**src/rtl/hp0_axi_pkg.sv**
```systemverilog
// Shared HP0 AXI3 encodings and small elaboration-time helpers.
// Used by the HP0 burst writer and the HP0 read engine.
package hp0_axi_pkg;

    localparam int AXI3_ID_W  = 6;   // HP0 port ID width
    localparam int AXI3_LEN_W = 4;   // AXI3 burst length field
    localparam int AXI3_MAX_BURST = 16;

    localparam logic [1:0] AXI_BURST_INCR = 2'b01;
    // Bufferable + modifiable: lets the interconnect merge/split writes.
    localparam logic [3:0] AXI_CACHE_BUF_MOD = 4'b0011;

    typedef enum logic [1:0] {
        AXI_RESP_OKAY   = 2'b00,
        AXI_RESP_EXOKAY = 2'b01,
        AXI_RESP_SLVERR = 2'b10,
        AXI_RESP_DECERR = 2'b11
    } axi_resp_e;

    // AxSIZE encoding for a given bus width in bits.
    function automatic logic [2:0] axi_size(input int data_width);
        return 3'($clog2(data_width / 8));
    endfunction

    // Counter width able to hold 0..max_len inclusive.
    function automatic int burst_cnt_w(input int max_len);
        return $clog2(max_len + 1);
    endfunction

endpackage

```
**src/rtl/bsg_counter_clear_up.sv**
```systemverilog
// Up counter with synchronous clear; clear and up together load 1.
// Ports: clk_i, reset_n_i (async active-low), clear_i, up_i, count_o.
module bsg_counter_clear_up #(
    parameter int max_val_p  = 16,
    parameter int init_val_p = 0,
    parameter int width_p    = $clog2(max_val_p + 1)
) (
    input  logic               clk_i,
    input  logic               reset_n_i,
    input  logic               clear_i,
    input  logic               up_i,
    output logic [width_p-1:0] count_o
);

    always_ff @(posedge clk_i or negedge reset_n_i) begin
        if (!reset_n_i)   count_o <= width_p'(init_val_p);
        else if (clear_i) count_o <= width_p'(up_i);
        else if (up_i)    count_o <= count_o + width_p'(1);
    end

endmodule

```
**src/rtl/hp0_stream_burst_writer.sv**
```systemverilog
// Writes a valid/ready word stream to DRAM over HP0 as AXI3 INCR bursts,
// one burst outstanding at a time (AW, then W beats, then B).
// Ports: aclk/aresetn; CSR side start_i/base_addr_i/len_words_i and
// busy_o/done_o/error_o; stream side data_i/data_v_i/data_ready_o;
// HP0 AW/W/B master channels (AR/R belong to another block).
module hp0_stream_burst_writer
    import hp0_axi_pkg::*;
#(
    parameter int axi_addr_width_p = 32,
    parameter int axi_data_width_p = 32,
    parameter int max_burst_len_p  = 16,
    parameter int len_width_p      = 24
) (
    input  logic                          aclk,
    input  logic                          aresetn,
    input  logic                          start_i,
    input  logic [axi_addr_width_p-1:0]   base_addr_i,
    input  logic [len_width_p-1:0]        len_words_i,
    output logic                          busy_o,
    output logic                          done_o,
    output logic                          error_o,
    input  logic [axi_data_width_p-1:0]   data_i,
    input  logic                          data_v_i,
    output logic                          data_ready_o,
    output logic [axi_addr_width_p-1:0]   hp0_axi_awaddr,
    output logic                          hp0_axi_awvalid,
    input  logic                          hp0_axi_awready,
    output logic [AXI3_ID_W-1:0]          hp0_axi_awid,
    output logic [1:0]                    hp0_axi_awlock,
    output logic [3:0]                    hp0_axi_awcache,
    output logic [2:0]                    hp0_axi_awprot,
    output logic [AXI3_LEN_W-1:0]         hp0_axi_awlen,
    output logic [2:0]                    hp0_axi_awsize,
    output logic [1:0]                    hp0_axi_awburst,
    output logic [3:0]                    hp0_axi_awqos,
    output logic [axi_data_width_p-1:0]   hp0_axi_wdata,
    output logic                          hp0_axi_wvalid,
    input  logic                          hp0_axi_wready,
    output logic [AXI3_ID_W-1:0]          hp0_axi_wid,
    output logic                          hp0_axi_wlast,
    output logic [axi_data_width_p/8-1:0] hp0_axi_wstrb,
    input  logic                          hp0_axi_bvalid,
    input  logic [AXI3_ID_W-1:0]          hp0_axi_bid,
    input  logic [1:0]                    hp0_axi_bresp,
    output logic                          hp0_axi_bready
);

    localparam int          CNT_W = burst_cnt_w(max_burst_len_p);
    localparam logic [2:0]  SIZE  = axi_size(axi_data_width_p);
    localparam logic [len_width_p-1:0] MAX_BEATS = len_width_p'(max_burst_len_p);

    typedef enum logic [1:0] {S_IDLE, S_AW, S_W, S_B} state_e;

    state_e                        state_q, state_d;
    logic [axi_addr_width_p-1:0]   addr_q;
    logic [len_width_p-1:0]        rem_q;
    logic [len_width_p-1:0]        beats;
    logic [CNT_W-1:0]              beat_cnt;
    logic                          error_q, done_q;
    logic                          last_beat, aw_fire, w_fire, b_fire, final_burst;

    // Only the final burst can be short; the base is burst-aligned, so no
    // burst ever straddles a 4KB page.
    assign beats       = (rem_q < MAX_BEATS) ? rem_q : MAX_BEATS;
    assign final_burst = (rem_q == beats);
    assign last_beat   = (beat_cnt == CNT_W'(beats - len_width_p'(1)));
    assign aw_fire     = (state_q == S_AW) && hp0_axi_awready;
    assign w_fire      = (state_q == S_W) && data_v_i && hp0_axi_wready;
    assign b_fire      = (state_q == S_B) && hp0_axi_bvalid;

    // Beats accepted in the current burst; restarts on each AW handshake.
    bsg_counter_clear_up #(
        .max_val_p  (max_burst_len_p),
        .init_val_p (0),
        .width_p    (CNT_W)
    ) u_beat_cnt (
        .clk_i     (aclk),
        .reset_n_i (aresetn),
        .clear_i   (aw_fire),
        .up_i      (w_fire),
        .count_o   (beat_cnt)
    );

    always_ff @(posedge aclk or negedge aresetn) begin
        if (!aresetn) state_q <= S_IDLE;
        else          state_q <= state_d;
    end

    // Valids/readies decode straight from state so an async reset drops
    // them in the same cycle.
    always_comb begin
        state_d         = state_q;
        hp0_axi_awvalid = 1'b0;
        hp0_axi_wvalid  = 1'b0;
        hp0_axi_wlast   = 1'b0;
        hp0_axi_bready  = 1'b0;
        data_ready_o    = 1'b0;
        case (state_q)
            S_IDLE: if (start_i && (len_words_i != '0)) state_d = S_AW;
            S_AW: begin
                hp0_axi_awvalid = 1'b1;
                if (hp0_axi_awready) state_d = S_W;
            end
            S_W: begin
                hp0_axi_wvalid = data_v_i;
                hp0_axi_wlast  = last_beat;
                data_ready_o   = hp0_axi_wready;
                if (w_fire && last_beat) state_d = S_B;
            end
            S_B: begin
                hp0_axi_bready = 1'b1;
                if (hp0_axi_bvalid) state_d = final_burst ? S_IDLE : S_AW;
            end
            default: state_d = S_IDLE;
        endcase
    end

    always_ff @(posedge aclk or negedge aresetn) begin
        if (!aresetn) begin
            addr_q  <= '0;
            rem_q   <= '0;
            error_q <= 1'b0;
            done_q  <= 1'b0;
        end else begin
            done_q <= 1'b0;
            if ((state_q == S_IDLE) && start_i) begin
                addr_q  <= base_addr_i;
                rem_q   <= len_words_i;
                error_q <= 1'b0;
                done_q  <= (len_words_i == '0);
            end else if (b_fire) begin
                error_q <= error_q | (hp0_axi_bresp != AXI_RESP_OKAY);
                addr_q  <= addr_q + (axi_addr_width_p'(beats) << SIZE);
                rem_q   <= rem_q - beats;
                done_q  <= final_burst;
            end
        end
    end

    logic unused_bid;
    assign unused_bid = ^hp0_axi_bid;

    assign busy_o          = (state_q != S_IDLE);
    assign done_o          = done_q;
    assign error_o         = error_q;
    assign hp0_axi_awaddr  = addr_q;
    assign hp0_axi_awlen   = AXI3_LEN_W'(beats - len_width_p'(1));
    assign hp0_axi_awid    = '0;
    assign hp0_axi_awlock  = '0;
    assign hp0_axi_awcache = AXI_CACHE_BUF_MOD;
    assign hp0_axi_awprot  = '0;
    assign hp0_axi_awsize  = SIZE;
    assign hp0_axi_awburst = AXI_BURST_INCR;
    assign hp0_axi_awqos   = '0;
    assign hp0_axi_wdata   = data_i;
    assign hp0_axi_wid     = '0;
    assign hp0_axi_wstrb   = '1;

endmodule
```
**config.mk**
```make
export PLATFORM = sky130hd
export DESIGN_NAME = hp0_stream_burst_writer
export DESIGN_NICKNAME = d
export VERILOG_FILES = /design/src/rtl/hp0_axi_pkg.sv /design/src/rtl/bsg_counter_clear_up.sv /design/src/rtl/hp0_stream_burst_writer.sv
export SDC_FILE = /design/constraint.sdc
export NUM_CORES = 1
export LEC_CHECK = 0
export ABC_AREA = 1
export CAP_MARGIN = 10
export CORE_ASPECT_RATIO = 1.4
export CORE_MARGIN = 3
export CORE_UTILIZATION = 43
export CTS_BUF_LIST = sky130_fd_sc_hd__clkbuf_8
export CTS_CLUSTER_SIZE = 28
export DETAILED_ROUTE_END_ITERATION = 6
export HOLD_SLACK_MARGIN = 0.06
export PLACE_DENSITY = 0.79
export SLEW_MARGIN = 20
export SYNTH_ARGS = -nofsm -noshare
export SYNTH_HDL_FRONTEND = slang
export SYNTH_SLANG_ARGS = --single-unit
export TNS_END_PERCENT = 100
```
**constraint.sdc**
```tcl
create_clock -name aclk -period 2.8 [get_ports aclk]
set_input_delay 0.84 -clock aclk [delete_from_list [all_inputs] [get_ports aclk]]
set_output_delay 0.84 -clock aclk [all_outputs]
set_load 0.01 [all_outputs]
```
==> results.md, run 1 <==
| Group | Parameter | Value |
|---|---|---|
| cells and area | Design area | 7865 µm² |
| logic synthesis | Yosys Warn Count | 0 |
| logic synthesis | Post-synthesis sequential element count | 65 |
| clock tree | CTS clock-pin slew for the worst setup and hold paths | 0.10 ns |
| cells and area | ANT cells | 0 |
| floorplan | Vertical die dimension | 146.5 µm |
| logic synthesis | Primary FF master, synth | sky130_fd_sc_hd__dfrtp_1 |
| global routing | Number of global-route vias before repair | 6,185 |
| placement | Post-place instance area | 7475 µm² |
| logic synthesis | EDFF count, synth | 0 |
| global routing | Maximum number of pins on one net before global-route repair | 49 |
| pwr | PwrDens | 996.1 nW/µm² |
| timing | Ratio of final minimum period to clock period | 116.3% |
| cells and area | Ratio of cells with drive above 1 in the final layout | 13.43% |
| timing | Peak Freq | 307.2 MHz |
| route | Antenna Nets Post-Route | 0 |
| logic synthesis | Biggest area contributors in the synthesized netlist | sky130_fd_sc_hd__dfrtp_1, sky130_fd_sc_hd__nand2_1, sky130_fd_sc_hd__buf_4, sky130_fd_sc_hd__inv_1, sky130_fd_sc_hd__ha_1 |
| flow run | Number of maximum-capacitance violations | 0 |
| logic synthesis | Post-synthesis area per instance | 6.727 µm² |
| logic synthesis | FFs w/ async S/R, synth | 100.0% |
| clock tree | Number of buffers added by the clock tree synthesis step | 9 |
| global routing | Initial antenna violation count | 0 |
| placement | Sum of net half-perimeters after detailed placement | 14.39 mm |
| route | Initial drt markers | 293 |
| clock tree | CTS H-Tree Depth | 3 |
| timing | Number of endpoints failing setup at the final stage | 4 |
| floorplan | Count of standard-cell rows | 50 |
| route | Vias after detailed routing | 6,392 |
| placement | Number of port buffers | 108 |
| logic synthesis | Library cell with the largest summed area after synthesis | sky130_fd_sc_hd__dfrtp_1 |
| route | DRT Wirelength | 18.58 mm |
| critical path | CP arrival | 2.42 ns |
| critical path | Required time of the critical path | 1.96 ns |
| pwr | VDD IR max | 0.0004325 V |
| cells and area | Final non-filler cell total | 1,239 |
| logic synthesis | Netlist cell types | 45 |
| timing | TNS Setup | -0.7479 ns |
| cells and area | Net total in the final layout | 1,186 |
| timing | Slew Limit Headroom | 65.59% |
| timing | Skew final | 0.02232 ns |
| clock tree | Number of clock sinks | 65 |
| logic synthesis | Cells after synthesis | 901 |
| logic synthesis | Most used standard cells in the synthesized netlist | sky130_fd_sc_hd__nand2_1, sky130_fd_sc_hd__inv_1, sky130_fd_sc_hd__nor2_1 |
| cells and area | Final design utilization | 57.94% |
| critical path | Critical-path maximum fanout | 5 |
| cells and area | Area grow syn2layout | 29.77% |
| global routing | Wire length of the first global-routing pass | 29.48 mm |
| floorplan | Die area | 15,580 µm² |
| logic synthesis | Fraction of the yosys area taken by sequential cells | 26.84% |
| logic synthesis | Area share of the largest cell type after synthesis | 26.84% |
| timing | Tightest Pin Transition | 0.5115 ns |
| critical path | CP endpoint kind | output port |
| route | Vias per cell | 5.159 |
| placement | Cells after DPL | 1,211 |
| clock tree | Maximum buffer depth of the clock tree | 2 |
| global routing | Sum of overflow across all layers after global routing | 0 |
| timing | Setup ws final | -0.4554 ns |
| run status | Violations in the final reports | negative setup slack |
| timing | RSZ-0062 raised after global routing | true |
| clock tree | Hold-fix buffer count after cts | 0 |
| clock tree | Clock latency of the later-clocked register in the worst-skew pair | 0.38 ns |
| run status | Result of the run | complete, but fails checks |
| floorplan | Placeable core region | 13,580 µm² |
| global routing | Busiest layer in global routing | met2 |
| placement | Global placement routability congestion | 0.9581 |
| global routing | GR Layer Usage met3 | 3.715% |
| critical path | CP Launch Type | register |
| floorplan | X dimension of the die | 106.3 µm |
| route | Average wire length per cell after detail routing | 14.99 µm |
| worst hold path | Kind of path behind the tightest hold check | input pin to async pin |
| global routing | Total GRT Usage | 23.65% |
| global routing | Met2 usage | 43.02% |
| floorplan | Total I/O pin count | 213 |
| logic synthesis | Cell Area, Synth | 6061 µm² |
| global routing | Met1 usage | 25.56% |
| pwr | P_leak | 3.804 nW |
| route | Post-route DRC | 0 |
| logic synthesis | Most used standard cell by instance count after synthesis | sky130_fd_sc_hd__nand2_1 |
| critical path | Type of the worst setup path | register to output port |
| timing | Min Tclk post-route | 3.255 ns |
| clock tree | Root Buffer Master | sky130_fd_sc_hd__clkbuf_8 |
| route | Detailed-router iteration count before antenna repair | 5 |
| timing | Hold violation total from the final report | 0 |
| timing | Number of slew-limit violations in the final report | 0 |
| clock tree | CTS tree | done |
| floorplan | Initial Utilization | 44.65% |
[critical path: stages, from the launching register on]
cell                      delay [ns]
sky130_fd_sc_hd__dfrtp_1        0.42
sky130_fd_sc_hd__nor2_2         0.17
sky130_fd_sc_hd__nand2_2        0.09
sky130_fd_sc_hd__nor2_4         0.14
sky130_fd_sc_hd__nand3_4        0.13
sky130_fd_sc_hd__nor2_4         0.12
sky130_fd_sc_hd__inv_2          0.06
sky130_fd_sc_hd__ha_4           0.27
sky130_fd_sc_hd__xor2_1         0.14
sky130_fd_sc_hd__nand4_1        0.11
sky130_fd_sc_hd__nor2_1         0.12
sky130_fd_sc_hd__and3_1         0.15
sky130_fd_sc_hd__buf_2          0.12
[kinds of logic after synthesis]
kind of cell / Yosys count / synth area share, %
fa+ha+maj: 31 / 6.524
other cells: 2 / 0.1239
simple gates: 419 / 30.10
flops: 65 / 26.84
compound gates: 148 / 15.77
xor+xnor: 22 / 3.179
buf+inv: 214 / 17.46
[power breakdown]
part	leakage [nW]	switching, mW	total [mW]	internal (mW)
Sequential	0.811	0.392	1.77	1.38
Clock	0.105	0.442	0.862	0.421
Combinational	2.89	2.97	5.20	2.23
[cell usage in the layout, fill, tap and decap left out, types with 28 or more instances in the layout]
master / n
sky130_fd_sc_hd__conb_1: 54
sky130_fd_sc_hd__nor2_1: 73
sky130_fd_sc_hd__dfrtp_1: 65
sky130_fd_sc_hd__buf_4: 55
sky130_fd_sc_hd__nand2_1: 208
sky130_fd_sc_hd__o21ai_0: 41
sky130_fd_sc_hd__ha_1: 28
sky130_fd_sc_hd__inv_1: 126
sky130_fd_sc_hd__a21oi_1: 36
sky130_fd_sc_hd__clkdlybuf4s50_1: 100
sky130_fd_sc_hd__nand3_1: 52
[worst paths after layout]
path,start,end,slack (ns),cells after the start
max,rem_q[14],hp0_axi_wlast,-0.46,12
min reg2reg,error_o,error_o,0.48,2
min,aresetn,hp0_axi_awaddr[0],0.40,1
min in group aclk,error_o,error_o,0.48,2
max reg2reg,rem_q[14],hp0_axi_awaddr[22],0.11,19
max in group asynchronous,aresetn,rem_q[2],1.74,2
[metal layers]
layer / up-vias / part of all wire [%]
li1: 3130 / -
met1: 2957 / 38
met2: 230 / 52
met3: 75 / 5.6
met4: 0 / 4.7
met5: - / 0
[registers in the layout, indices dropped and copies added, names as in the netlist]
register	cells
hp0_axi_awaddr	32
error_o	1
u_beat_cnt.count_o	5
done_o	1
rem_q	24
state_q	2
[layout make-up]
| class | count | area (µm²) |
|---|---|---|
| Fill cell | 1325 | 5710 |
| Multi-Input combinational cell | 674 | 3706 |
| Clock inverter | 7 | 77.57 |
| Tap cell | 182 | 227.7 |
| Sequential cell | 65 | 1627 |
| Clock buffer | 9 | 123.9 |
| Inverter | 132 | 495.5 |
| Timing Repair Buffer | 170 | 1608 |
[per-stage QoR]
step / setup WS [ns] / hold WS [ns] / power [mW]
finish: -0.4554 / 0.4028 / 7.834
global route: -0.5443 / 0.4438 / 8.526
CTS: -0.4473 / 0.4102 / 7.524
detailed placement: -0.4990 / 0.4701 / 6.613
global placement: -0.4481 / 0.4675 / 6.513
floorplan: -0.05520 / 0.4877 / 4.887
[repair_timing]
item | in CTS | in global routing
resized for setup | 23 | 27
pin swaps | 10 | 11
buffers inserted | 5 | 9
endpoints found under the setup margin | 6 | 24
hold endpoints to repair | 0 | 0
Note: power is estimated with default switching activity, not from simulation.
==> run 2, diff against run 1 <==
--- a/config.mk
+++ b/config.mk
@@ -8,7 +8,7 @@
 export ABC_AREA = 1
 export CAP_MARGIN = 10
 export CORE_ASPECT_RATIO = 1.4
-export CORE_MARGIN = 3
+export CORE_MARGIN = 8
 export CORE_UTILIZATION = 43
 export CTS_BUF_LIST = sky130_fd_sc_hd__clkbuf_8
 export CTS_CLUSTER_SIZE = 28
==> run 2 against run 1 <==
The run still ends with negative setup slack left. Non-clock buffer count is 4 higher. Sequential cell count unchanged. Largest cell class unchanged. Global-route usage fell by 2.1 points. Critical path type unchanged. Sequential power is essentially flat.
==> results.md, run 2 (synthesis gave the netlist of run 1 again) <==
| Group | Parameter | Value |
|---|---|---|
| global routing | Number of global-route vias before repair | 6,396 |
| timing | Skew final | 0.01067 ns |
| timing | Ratio of final minimum period to clock period | 116.4% |
| cells and area | Final non-filler cell total | 1,246 |
| floorplan | Placeable core region | 13,850 µm² |
| floorplan | Total I/O pin count | 213 |
| global routing | Sum of overflow across all layers after global routing | 0 |
| critical path | Capture instance of the worst register-to-register path | hp0_axi_awaddr[17] |
| critical path | Critical-path maximum fanout | 4 |
| cells and area | Net total in the final layout | 1,190 |
| global routing | Wire length of the first global-routing pass | 30.83 mm |
| pwr | P_leak | 3.781 nW |
| timing | Tightest Pin Transition | 0.5145 ns |
| timing | Setup ws final | -0.4597 ns |
| cells and area | Most common cell after layout, fill and taps aside | sky130_fd_sc_hd__nand2_1 |
| cells and area | Flip-flop count of the largest register, all copies and words added | 32 |
| timing | Hold Worst Slack | 0.4645 ns |
| global routing | Initial antenna violation count | 0 |
| clock tree | CTS clock-pin slew for the worst setup and hold paths | 0.09 ns |
| cells and area | Fill cell count | 1,317 |
| clock tree | Number of buffers added by the clock tree synthesis step | 9 |
| timing | Min Tclk post-route | 3.260 ns |
| route | DRT Wirelength | 19.40 mm |
| critical path | CP Launch Type | register |
| clock tree | Number of clock sinks | 65 |
| route | Initial drt markers | 315 |
| global routing | Met1 usage | 22.99% |
| clock tree | Maximum buffer depth of the clock tree | 2 |
| critical path | Slowest CP cell | sky130_fd_sc_hd__dfrtp_1 |
| run status | Violations in the final reports | negative setup slack |
| flow run | Number of maximum-capacitance violations | 0 |
| timing | Number of slew-limit violations in the final report | 0 |
| route | Vias after detailed routing | 6,360 |
| cells and area | ANT cells | 0 |
| timing | Slew Limit Headroom | 65.49% |
| timing | RSZ-0062 raised after global routing | true |
| critical path | Slowest Stage Delay on Critical Path | 0.40 ns |
| route | Post-route DRC | 0 |
| global routing | Met2 usage | 38.68% |
| clock tree | Root Buffer Master | sky130_fd_sc_hd__clkbuf_8 |
| floorplan | Count of standard-cell rows | 51 |
| floorplan | Die area | 18,200 µm² |
| global routing | Total GRT Usage | 21.54% |
| clock tree | CTS tree | done |
| critical path | Crit path cell chain | nor2_2 -> nand2_2 -> nor2_4 -> nand3_4 -> nor2_4 -> inv_2 -> ha_4 -> xor2_1 -> nand4_1 -> nor2_2 -> and3_1 -> buf_2 |
| timing | Number of endpoints failing setup at the final stage | 3 |
| timing | Hold violation total from the final report | 0 |
| global routing | GR Layer Usage met3 | 3.741% |
| clock tree | CTS H-Tree Depth | 3 |
| critical path | Depth of the critical timing path with buffers and inverters included | 12 |
| critical path | Type of the worst setup path | register to output port |
| critical path | Worst Reg-to-Reg Cells | 19 |
| cells and area | Most frequent cells in the layout | sky130_fd_sc_hd__nand2_1, sky130_fd_sc_hd__inv_1, sky130_fd_sc_hd__clkdlybuf4s50_1 |
| clock tree | Hold-fix buffer count after cts | 0 |
| cells and area | Ratio of cells with drive above 1 in the final layout | 13.67% |
| critical path | FF-to-FF Start | rem_q[12] |
| clock tree | Clock latency of the later-clocked register in the worst-skew pair | 0.36 ns |
| critical path | CP endpoint kind | output port |
| floorplan | X dimension of the die | 116.3 µm |
| critical path | R2R Setup Slk | 0.11 ns |
| run status | Result of the run | complete, but fails checks |
| floorplan | Vertical die dimension | 156.5 µm |
| floorplan | Initial Utilization | 43.77% |
| timing | Peak Freq | 306.8 MHz |
| worst hold path | Kind of path behind the tightest hold check | input pin to async pin |
| critical path | CP arrival | 2.42 ns |
| critical path | Count of buffer and inverter cells on the critical path | 2 |
| global routing | Maximum number of pins on one net before global-route repair | 66 |
| placement | Sum of net half-perimeters after detailed placement | 14.91 mm |
| cells and area | Area grow syn2layout | 29.00% |
| route | Antenna Nets Post-Route | 0 |
| critical path | Required time of the critical path | 1.96 ns |
| placement | Global placement routability congestion | 0.9784 |
| route | Average wire length per cell after detail routing | 15.57 µm |
| pwr | VDD IR max | 0.0004599 V |
| placement | Number of port buffers | 108 |
| placement | Cells after DPL | 1,218 |
| route | Detailed-router iteration count before antenna repair | 5 |
| global routing | Busiest layer in global routing | met2 |
| pwr | Tot Pwr | 7.700 mW |
| critical path | Kind of cell with the highest combined delay on the critical path | simple AND/OR/NAND/NOR gates |
| pwr | PwrDens | 984.8 nW/µm² |
| route | Vias per cell | 5.104 |
-- run 2: cell types whose count changed in the layout (fill, tap and decap cells not counted), moves of 2 or more --
cell                         previous run  this run
sky130_fd_sc_hd__clkinvlp_4             0         3
sky130_fd_sc_hd__clkinv_4               2         0
sky130_fd_sc_hd__buf_12                 5         2
sky130_fd_sc_hd__buf_4                 55        61
-- run 2: metal layers --
metal | up-vias | part of all wire (%)
met2 | 223 | 51
met4 | 0 | 4.7
met1 | 2932 | 38
met5 | - | 0
met3 | 70 | 5.7
li1 | 3135 | -
-- run 2: what timing repair did --
item,CTS,global route
pin swaps,13,13
resized for setup,29,21
endpoints found under the setup margin,7,22
setup buffers,6,6
-- run 2: how the worst max path moves through the flow --
stage                         start  slack (ns)       endpoint
after detailed placement  rem_q[15]       -0.50  hp0_axi_wlast
after floorplan           rem_q[22]       -0.06  hp0_axi_wlast
final                     rem_q[12]       -0.46  hp0_axi_wlast
after global routing      rem_q[12]       -0.61  hp0_axi_wlast
after CTS                 rem_q[11]       -0.43  hp0_axi_wlast
after global placement    rem_q[15]       -0.48  hp0_axi_wlast
-- run 2: stage by stage --
| step | worst slack [ns] | instance area (µm²) | TNS [ns] | util [%] |
|---|---|---|---|---|
| final | -0.4597 | 7819 | -0.8452 | 56.47 |
| after global routing | -0.6095 | 7819 | -1.214 | 56.47 |
| after CTS | -0.4307 | 7704 | -0.8447 | 55.63 |
| after detailed placement | -0.5026 | 7471 | -0.8278 | 53.95 |
| after global placement | -0.4823 | 7471 | -0.7135 | 53.95 |
| after floorplan | -0.05520 | 6297 | -0.05520 | - |
-- run 2: worst register-to-register path: stages (launching register included) --
cell and delay, ns:
sky130_fd_sc_hd__dfrtp_1 0.40, sky130_fd_sc_hd__nor2_2 0.15, sky130_fd_sc_hd__nand2_2 0.10, sky130_fd_sc_hd__nor2_4 0.13, sky130_fd_sc_hd__nand3_4 0.13, sky130_fd_sc_hd__nor2_4 0.12
sky130_fd_sc_hd__buf_4 0.11, sky130_fd_sc_hd__buf_4 0.09, sky130_fd_sc_hd__buf_4 0.10, sky130_fd_sc_hd__ha_1 0.23, sky130_fd_sc_hd__a21oi_2 0.16, sky130_fd_sc_hd__o21ai_2 0.09
sky130_fd_sc_hd__buf_4 0.15, sky130_fd_sc_hd__nand3_1 0.09, sky130_fd_sc_hd__nand3_2 0.13, sky130_fd_sc_hd__nand2_2 0.09, sky130_fd_sc_hd__nand2_1 0.05, sky130_fd_sc_hd__nand2_1 0.05
sky130_fd_sc_hd__nand3_1 0.12, sky130_fd_sc_hd__nand2_1 0.11
-- run 2: cell type report --
type                       count  area [µm²]  area share (%)
tap                          185       231.5           2.960
timing repair buffer         174        1597           20.42
inverter                     132       495.5           6.337
clock inverter                 7       46.29          0.5921
clock buffer                   9       123.9           1.584
multi-input combinational    674        3699           47.30
sequential                    65        1627           20.80
-- run 2: where the power goes --
group	internal, mW	switching, mW	total (mW)
sequential	1.38	0.408	1.79
clock	0.319	0.430	0.749
combinational	2.21	2.95	5.16
total	3.91	3.79	7.70
